[src/rtl/redmule_ldst_scheduler.sv]
// redmule_ldst_scheduler
//
// Shares one TCDM initiator port between NUM_LD load requesters (0 = X, 1 = W, 2 = Y) and one
// store requester (Z). Loads are served round-robin. A starvation counter forces the store
// through after STORE_STARVE_MAX waiting cycles. A request that is not granted is locked, and
// its payload is held until the handshake. An in-order tag FIFO routes read responses back to
// the load that issued them.
//
// Ports
//   clk_i, rst_ni          clock, asynchronous active-low reset
//   clear_i                synchronous clear of all state
//   enable_i               gates new arbitration (does not affect a locked request)
//   ld_req_i/ld_add_i      per-load request and address (source i at [i*AW +: AW])
//   ld_gnt_o               per-load grant (handshake cycle)
//   ld_r_valid_o           per-load response valid; ld_r_data_o is shared by all loads
//   st_req_i/add/data/be   store request and payload; st_gnt_o is the store grant
//   tcdm_*                 TCDM initiator port (tcdm_wen_o = 1 means read)
//   busy_o                 lock held or responses outstanding
//   outstanding_o          tag FIFO occupancy
//   err_o                  sticky: a response arrived while no tag was outstanding
module redmule_ldst_scheduler #(
    parameter int unsigned NUM_LD           = 3,
    parameter int unsigned DW               = 288,
    parameter int unsigned AW               = 32,
    parameter int unsigned MAX_OUTSTANDING  = 4,
    parameter int unsigned STORE_STARVE_MAX = 8,
    localparam int unsigned TW              = $clog2(NUM_LD + 1),
    localparam int unsigned OW              = $clog2(MAX_OUTSTANDING + 1)
) (
    input  logic                 clk_i,
    input  logic                 rst_ni,
    input  logic                 clear_i,
    input  logic                 enable_i,
    input  logic [NUM_LD-1:0]    ld_req_i,
    input  logic [NUM_LD*AW-1:0] ld_add_i,
    output logic [NUM_LD-1:0]    ld_gnt_o,
    output logic [NUM_LD-1:0]    ld_r_valid_o,
    output logic [DW-1:0]        ld_r_data_o,
    input  logic                 st_req_i,
    input  logic [AW-1:0]        st_add_i,
    input  logic [DW-1:0]        st_data_i,
    input  logic [DW/8-1:0]      st_be_i,
    output logic                 st_gnt_o,
    output logic                 tcdm_req_o,
    output logic [AW-1:0]        tcdm_add_o,
    output logic                 tcdm_wen_o,
    output logic [DW-1:0]        tcdm_data_o,
    output logic [DW/8-1:0]      tcdm_be_o,
    input  logic                 tcdm_gnt_i,
    input  logic                 tcdm_r_valid_i,
    input  logic [DW-1:0]        tcdm_r_data_i,
    output logic                 busy_o,
    output logic [OW-1:0]        outstanding_o,
    output logic                 err_o
);

    localparam int unsigned PW = (MAX_OUTSTANDING > 1) ? $clog2(MAX_OUTSTANDING) : 1;
    localparam int unsigned SW = $clog2(STORE_STARVE_MAX + 1);
    localparam logic [TW-1:0] ST_TAG = TW'(NUM_LD);

    // State
    logic [TW-1:0] rr_q, rr_d;
    logic [SW-1:0] starve_q, starve_d;
    logic          lock_q, lock_d;
    logic [TW-1:0] sel_q, sel_d;
    logic [TW-1:0] tag_q [MAX_OUTSTANDING];
    logic [TW-1:0] tag_d [MAX_OUTSTANDING];
    logic [PW-1:0] wr_ptr_q, wr_ptr_d;
    logic [PW-1:0] rd_ptr_q, rd_ptr_d;
    logic [OW-1:0] occ_q, occ_d;
    logic          err_q, err_d;

    // Combinational
    logic              not_full;
    logic [NUM_LD-1:0] ld_elig;
    logic              st_elig;
    logic              ld_found;
    logic [TW-1:0]     ld_win;
    logic              arb_valid;
    logic [TW-1:0]     arb_sel;
    logic [TW-1:0]     sel;
    logic              hs;
    logic              push;
    logic              pop;
    logic [TW-1:0]     head;

    function automatic logic [PW-1:0] next_ptr(logic [PW-1:0] p);
        return (p == PW'(MAX_OUTSTANDING - 1)) ? '0 : p + PW'(1);
    endfunction

    // Strict limit: a pop in this cycle does not open a slot until it is registered.
    assign not_full = (occ_q < OW'(MAX_OUTSTANDING));
    assign ld_elig  = ld_req_i & {NUM_LD{not_full}};
    assign st_elig  = st_req_i & not_full;

    // Round-robin search starting at rr_q.
    always_comb begin : p_ld_arb
        int unsigned idx;
        idx      = 0;
        ld_found = 1'b0;
        ld_win   = '0;
        for (int unsigned k = 0; k < NUM_LD; k++) begin
            idx = (32'(rr_q) + k) % NUM_LD;
            if (!ld_found && ld_elig[idx]) begin
                ld_found = 1'b1;
                ld_win   = TW'(idx);
            end
        end
    end

    always_comb begin : p_arb
        arb_valid = 1'b0;
        arb_sel   = '0;
        if (st_elig && ((starve_q == SW'(STORE_STARVE_MAX)) || !ld_found)) begin
            arb_valid = 1'b1;
            arb_sel   = ST_TAG;
        end else if (ld_found) begin
            arb_valid = 1'b1;
            arb_sel   = ld_win;
        end
    end

    // A locked request keeps driving regardless of enable_i or eligibility.
    always_comb begin : p_issue
        tcdm_req_o = 1'b0;
        sel        = arb_sel;
        if (lock_q) begin
            tcdm_req_o = 1'b1;
            sel        = sel_q;
        end else if (enable_i) begin
            tcdm_req_o = arb_valid;
        end
    end

    assign hs = tcdm_req_o && tcdm_gnt_i;

    always_comb begin : p_payload
        tcdm_add_o  = st_add_i;
        tcdm_wen_o  = 1'b0;
        tcdm_data_o = st_data_i;
        tcdm_be_o   = st_be_i;
        ld_gnt_o    = '0;
        for (int unsigned i = 0; i < NUM_LD; i++) begin
            if (sel == TW'(i)) begin
                tcdm_add_o  = ld_add_i[i*AW +: AW];
                tcdm_wen_o  = 1'b1;
                tcdm_be_o   = '1;
                ld_gnt_o[i] = hs;
            end
        end
    end

    assign st_gnt_o = hs && (sel == ST_TAG);

    // Response routing
    assign head = tag_q[rd_ptr_q];
    assign push = hs;
    assign pop  = tcdm_r_valid_i && (occ_q != '0);

    always_comb begin : p_route
        ld_r_valid_o = '0;
        for (int unsigned i = 0; i < NUM_LD; i++) begin
            if (pop && (head == TW'(i))) begin
                ld_r_valid_o[i] = 1'b1;
            end
        end
    end

    assign ld_r_data_o   = tcdm_r_data_i;
    assign busy_o        = lock_q || (occ_q != '0);
    assign outstanding_o = occ_q;
    assign err_o         = err_q;

    // Next state
    always_comb begin : p_next
        rr_d     = rr_q;
        starve_d = starve_q;
        lock_d   = lock_q;
        sel_d    = sel_q;
        tag_d    = tag_q;
        wr_ptr_d = wr_ptr_q;
        rd_ptr_d = rd_ptr_q;
        occ_d    = occ_q;
        err_d    = err_q;

        if (hs && (sel != ST_TAG)) begin
            rr_d = (sel == TW'(NUM_LD - 1)) ? '0 : sel + TW'(1);
        end

        if (st_gnt_o) begin
            starve_d = '0;
        end else if (st_req_i && (starve_q != SW'(STORE_STARVE_MAX))) begin
            starve_d = starve_q + SW'(1);
        end

        if (hs) begin
            lock_d = 1'b0;
        end else if (tcdm_req_o) begin
            lock_d = 1'b1;
            sel_d  = sel;
        end

        if (push) begin
            tag_d[wr_ptr_q] = sel;
            wr_ptr_d        = next_ptr(wr_ptr_q);
        end
        if (pop) begin
            rd_ptr_d = next_ptr(rd_ptr_q);
        end
        if (push && !pop) begin
            occ_d = occ_q + OW'(1);
        end else if (!push && pop) begin
            occ_d = occ_q - OW'(1);
        end

        if (tcdm_r_valid_i && (occ_q == '0)) begin
            err_d = 1'b1;
        end

        if (clear_i) begin
            rr_d     = '0;
            starve_d = '0;
            lock_d   = 1'b0;
            sel_d    = '0;
            wr_ptr_d = '0;
            rd_ptr_d = '0;
            occ_d    = '0;
            err_d    = 1'b0;
        end
    end

    always_ff @(posedge clk_i or negedge rst_ni) begin
        if (!rst_ni) begin
            rr_q     <= '0;
            starve_q <= '0;
            lock_q   <= 1'b0;
            sel_q    <= '0;
            tag_q    <= '{default: '0};
            wr_ptr_q <= '0;
            rd_ptr_q <= '0;
            occ_q    <= '0;
            err_q    <= 1'b0;
        end else begin
            rr_q     <= rr_d;
            starve_q <= starve_d;
            lock_q   <= lock_d;
            sel_q    <= sel_d;
            tag_q    <= tag_d;
            wr_ptr_q <= wr_ptr_d;
            rd_ptr_q <= rd_ptr_d;
            occ_q    <= occ_d;
            err_q    <= err_d;
        end
    end

endmodule
[config.mk]
export PLATFORM = sky130hd
export DESIGN_NAME = redmule_ldst_scheduler
export DESIGN_NICKNAME = d
export VERILOG_FILES = /design/src/rtl/redmule_ldst_scheduler.sv
export SDC_FILE = /design/constraint.sdc
export NUM_CORES = 1
export LEC_CHECK = 0
export CORE_AREA = 2 2 548 550
export CTS_BUF_LIST = sky130_fd_sc_hd__clkbuf_8 sky130_fd_sc_hd__clkbuf_16
export DETAILED_ROUTE_END_ITERATION = 7
export DIE_AREA = 0 0 550 552
export GPL_TIMING_DRIVEN = 0
export PLACE_DENSITY = 0.3
export SLEW_MARGIN = 20
export SYNTH_ARGS = -nofsm -noshare
export SYNTH_HDL_FRONTEND = slang
export SYNTH_SLANG_ARGS = --single-unit
[constraint.sdc]
create_clock -name clk_i -period 7.1 [get_ports clk_i]
set_input_delay 1.42 -clock clk_i [delete_from_list [all_inputs] [get_ports clk_i]]
set_output_delay 1.42 -clock clk_i [all_outputs]
set_load 0.02 [all_outputs]
=== Word level (Yosys, flattened, before mapping) ===
Cells that the tools add are included.

* Div/mod/pow operators: 3
* Mux-type cells: 63
* Equal/unequal tests: 11
* Add/subtract/negate cells: 8
* Order comparisons: 7
* Reductions and logical operators: 35
* Bitwise logic cells: 4

{| class="wikitable"
|+ Operator list
! operator !! number
|-
| 36-bit 2-to-1 mux || 3
|-
| 32-bit by 3-bit < comparator with 1-bit output (second input constant) || 3
|-
| 32-bit 2-to-1 mux || 3
|-
| 32-bit by 2-bit modulo with 32-bit output (second input constant) || 2
|-
| 2-bit 2-to-1 mux || 21
|-
| 2-bit by 2-bit modulo with 32-bit output (second input constant) || 1
|-
| 1-bit 2-to-1 mux || 24
|-
| 1-bit logical AND || 15
|-
| 4-bit 2-to-1 mux || 3
|-
| 3-bit nonzero test || 4
|-
| 2-bit == test (second input constant) || 5
|-
| 2-bit nonzero test || 5
|-
| 3-bit 2-to-1 mux || 3
|-
| 8-bit bitwise mux || 1
|-
| 2-bit by 1-bit adder with 2-bit output (second input constant) || 3
|-
| 1-bit binary-select mux with 2-bit select || 3
|-
| 3-bit greater-or-equal comparator (second input constant) || 2
|-
| 2-bit NOT with 3-bit output || 2
|-
| 1-bit logical NOT || 5
|-
| 4-bit by 1-bit adder with 4-bit output (second input constant) || 1
|-
| 2-bit binary-select mux with 2-bit select || 1
|-
| 2-bit demux with 2-bit select || 1
|-
| 2-bit by 1-bit == test with 1-bit output (second input constant) || 2
|-
| 4-bit == test (second input constant) || 1
|-
| 14 further kinds || 17
|}

* Output and inout port bits: 658
* Flip-flop bits (word level): 25
* Bits of input ports: 750

=== Longest topological paths before layout ===
* Word-level depth: 23
* Mapped depth: 11
* Depth with buffers taken out: 11

=== Least setup slack after synthesis ===
OpenSTA, ideal clock, no wires.

* Kind: input to output
* From: in ld_req_i[2]
* To: out tcdm_add_o[11]
* Data arrival time: 3.225 ns
* Setup slack: 2.455 ns
* Buffers on the path: 2
* Data required time: 5.680 ns
* Cell stages on the path: 7
* Path through: a22o_1 a222oi_1 a21oi_2 a21oi_1 buf_2 buf_6 mux2i_1

* Longest elaborated chain between the ends: 19

{| class="wikitable"
|+ RTL lines
! element !! line !! RTL
|-
| from (decl) || 34 || <nowiki>input logic [NUM_LD-1:0] ld_req_i,</nowiki>
|-
| 3-bit AND * || 93 || <nowiki>assign ld_elig = ld_req_i & {NUM_LD{not_full}};</nowiki>
|-
| 1-bit binary-select mux with 2-bit select || 104 || <nowiki>if (!ld_found && ld_elig[idx]) begin</nowiki>
|-
| 1-bit 2-to-1 mux (not written as such) || 104 ||
|-
| 1-bit 2-to-1 mux || 104 ||
|-
| 1-bit logical NOT || 104 ||
|-
| 1-bit logical AND || 104 ||
|-
| 1-bit 2-to-1 mux || 104 ||
|-
| 1-bit logical NOT || 104 ||
|-
| [2 not listed] || - ||
|-
| 1-bit logical NOT || 114 || <nowiki>if (st_elig && ((starve_q == SW'(STORE_STARVE_MAX)) || !ld_found)) begin</nowiki>
|-
| 1-bit logical OR || 114 ||
|-
| 1-bit logical AND || 114 ||
|-
| 2-bit 2-to-1 mux * || 114 ||
|-
| 2-bit 2-to-1 mux * || 127 || <nowiki>if (lock_q) begin</nowiki>
|-
| 2-bit logical NOT || 144 || <nowiki>if (sel == TW'(i)) begin</nowiki>
|-
| 32-bit 2-to-1 mux (2 in a row) || 144 ||
|-
| 32-bit 2-to-1 mux * || 144 ||
|-
| to (decl) || 45 || <nowiki>output logic [AW-1:0] tcdm_add_o,</nowiki>
|}

Every way passes the cells marked *; elsewhere a longest branch is shown, timed or not. The select of a mux whose other input is x is not followed.

=== Worst setup path after layout ===
* From: in ld_req_i[1]
* To: out tcdm_add_o[17]

Same word-level chain as after synthesis.

==> run summary <==
========================================================================================
Die boundary width                                                                550 um
Remaining number of nets flagged by the antenna check after routing                    0
Kind of cell adding the most delay to the critical path                     buffers and inverters
Most common flop cell mapped by yosys                                            dfrtp_1
Sequential share of power                                                          0.067
Peak clock frequency supported by timing                                       0.144 GHz
Total number of clock tree sinks                                                      25
Number of failing hold endpoints at the final stage                                    0
Worst setup slack after placement                                              -0.896 ns
Run status                                                                  complete, no violations
H-Tree Depth                                                                           1
Total half-perimeter wirelength after legalization and detailed placement         161 mm
Crit path buffers/inverters                                                            4
Crit path from                                                               ld_req_i[1]
First-pass GRT wire length                                                        184 mm
DIE HEIGHT                                                                        552 um
Critical Path Max Stage Delay                                                    1.05 ns
Number of antenna violations at the first check in global routing                    218
Setup-failing EPs final                                                                0
Clock insertion delay at the later pin of the skew report                        0.26 ns
Most frequent CP cell                                                       clkdlybuf4s50_1
Mean number of vias per cell                                                        1.75
Pleak                                                                            7.43 nW
Full die area                                                                 304000 um2
Fraction of registers with async set or reset after synthesis                       1.00
Routed length per instance                                                       28.8 um
Worst Max-Slew Pin Slew                                                         0.928 ns
Global-route total usage across every layer                                        0.103
Post-synthesis instance total                                                        893
Startpoint of the lowest-slack hold path                                        tag_q[0]
Setup bufs post-CTS                                                                    0
Clock Skew                                                                    0.00714 ns
Post-synth top area share                                                          0.591
GRT overflow                                                                           0
Share of post-route cells with drive strength above 1                              0.358
Final Wtd Congestion                                                               0.975
Share of power burned in combinational logic                                       0.891
Internal power of the cells                                                      1.37 mW
Worst R2R Start                                                                  rr_q[0]
Final min period                                                                 6.92 ns
Cell types with the largest area share after synthesis                      buf_4 59%, mux2i_1 14%, dfrtp_1 8.5%
Setup CP Type                                                               input pin to output port
Mean instance size in the synthesized netlist                                   8.20 um2
Final number of max-transition violations                                              0
CTS tree                                                                            done
Area of the placeable core                                                    298000 um2
DRC violation count after routing                                                      0
Total wire length                                                                 165 mm
IR Drop Worst-Case VDD                                                         0.0673 mV
Synth Cell Area                                                                 7320 um2
Signed area change from the synthesized netlist to the final layout                 184%
Longest Clk Path Bufs                                                                  2
# hold bufs at CTS                                                                     0
Starting density of the core                                                      0.0245
Switching power of the nets                                                      1.73 mW
Final setup TNS                                                                     0 ns
Reg clk slew, reported paths                                                     0.07 ns
Number of different library cells in the post-synthesis netlist                       45
Max-cap check violation count                                                          0
Synth area leader                                                                  buf_4
Critical path startpoint category                                              input pin
Total via count after detailed routing                                             10100
Ordered list of cells on the worst path                                     clkdlybuf4s50_1 -> mux2_1 -> a222oi_1 -> a21oi_2 -> a21oi_4 -> buf_4 -> buf_6 -> mux2i_1 -> clkdlybuf4s50_1
Worst Hold Class                                                            flip-flop to flip-flop
Pwr/cell area                                                                 149 nW/um2
Final setup slack of the worst path                                             0.180 ns
Leading post-synthesis cells by instance count                              576 x buf_4, 99 x mux2i_1, 41 x nand2b_1
Number of iterations in the first detailed-routing pass                                5
Syn. warnings                                                                          0
Number of nets in the layout                                                        2488
Worst-path cell with the longest stage delay                                clkdlybuf4s50_1
Pin count of the biggest net entering global routing                                  26
Kind of capture point of the worst setup path                                output port
Clock buffers created by TritonCTS                                                     3
Register bit count reported by yosys                                                  25
Net count of the mapped netlist                                                     1653
Number of flops mapped to enable cells by yosys                                        0
Top-level port count                                                                1408
Required time of the worst setup path                                            5.68 ns
Cell with the most instances after synthesis                                       buf_4
Portion of the post-synthesis area used by sequential elements                    0.0855
Number of violations reported at the end of detailed-routing iteration 0             440
Max-slew headroom at the worst pin                                                 0.380
Post-route fraction of the period consumed by the critical path                    0.975
Clock share of power                                                               0.042
Final core area utilization                                                       0.0697
Number of fillers in the final layout                                              35100
Maximum net fanout on the critical path                                               10
Number of placement rows                                                             201
CP arrival                                                                       5.50 ns
Fraction of power spent switching nets                                             0.559
Via count of the first global-routing pass                                         10000
Library cell used as clock root buffer                                         clkbuf_16
IO Port Bufs                                                                         830
========================================================================================
## power by group through the flow
stage                     logic [mW]  registers (mW)  clock network [mW]
final                           2.76           0.207               0.130
after global routing            2.96           0.210               0.140
after CTS                       2.89           0.206               0.133
after detailed placement        2.87           0.208                   0
after global placement          2.88           0.209                   0
after floorplan                 1.24           0.208                   0
## routing by layer
metal  vias to the layer above  GRT usage  part of all wire
met4                       102     0.0161             0.025
met5                         -          0            0.0040
met1                      4362     0.0935              0.31
li1                       4008          -                 -
met3                       346     0.0965              0.21
met2                      1239      0.170              0.45
## cells in the final DEF, fill, tap and decap left out, types with 4 or more instances in the layout
master	instances
nand2b_1	41
mux2_2	9
clkdlybuf4s50_1	822
buf_4	577
dfrtp_1	25
buf_2	5
nor2_1	22
dlygate4sd2_1	5
inv_1	16
a21oi_1	7
diode_2	51
mux2_1	4
mux2i_1	98
buf_6	5
ha_1	9
nand2_1	16
clkbuf_1	4
## stage by stage
step                      std cells  hold WS (ns)  total power, mW  cell area [um2]
after detailed placement       5681         0.494             3.08            20600
final                          5736         0.512             3.10            20800
after global placement         5681         0.487             3.09            20600
after CTS                      5685         0.510             3.22            20700
after floorplan                 893         0.474             1.44             7320
after global routing           5705         0.515             3.31            20700
## worst paths after layout
kind,end,slack [ns],depth (start not counted)
setup / recovery,tcdm_add_o[17],0.18,9
hold / removal,tag_q[0],0.51,1
setup reg to reg,outstanding_o[2],3.15,11
hold reg to reg,tag_q[0],0.51,1
max in group asynchronous,starve_q[2],5.49,1
min in group asynchronous,rd_ptr_q[1],1.18,1
## flip-flops by register name (all words and copies together) (netlist names)
register / flops
wr_ptr_q: 2
sel_q: 2
lock_q: 1
starve_q: 4
rd_ptr_q: 2
err_o: 1
tag_q: 8
outstanding_o: 3
rr_q: 2
## timing repair
item | CTS | global route
setup endpoints to repair | 29 | 2
endpoints found under the hold margin | 0 | 0
resized for setup | 12 | 2
pin swaps | 0 | 0
## cell type report
class	count	area, um2	share of cell area
flip-flops and latches	25	626	0.0301
clock inverters	1	3.75	0.000180
clock buffers	3	75.1	0.00361
inverters	15	56.3	0.00271
multi-input cells	257	2130	0.102
repair buffers	830	8300	0.399
plain buffers	596	4530	0.218
well taps	3958	4950	0.238
diodes	51	128	0.00614
## kinds of logic (layout without fill, tap and decap cells)
logic type,Yosys count,in the layout,synth area share
buf+inv,611,1445,0.626
flops,25,25,0.0855
xor+xnor,5,5,0.00701
other cells,0,51,0
simple gates,97,97,0.0697
compound gates,29,29,0.0289
fa+ha+maj,11,11,0.0195
mux,115,115,0.164
(Power assumes the default switching activity.)
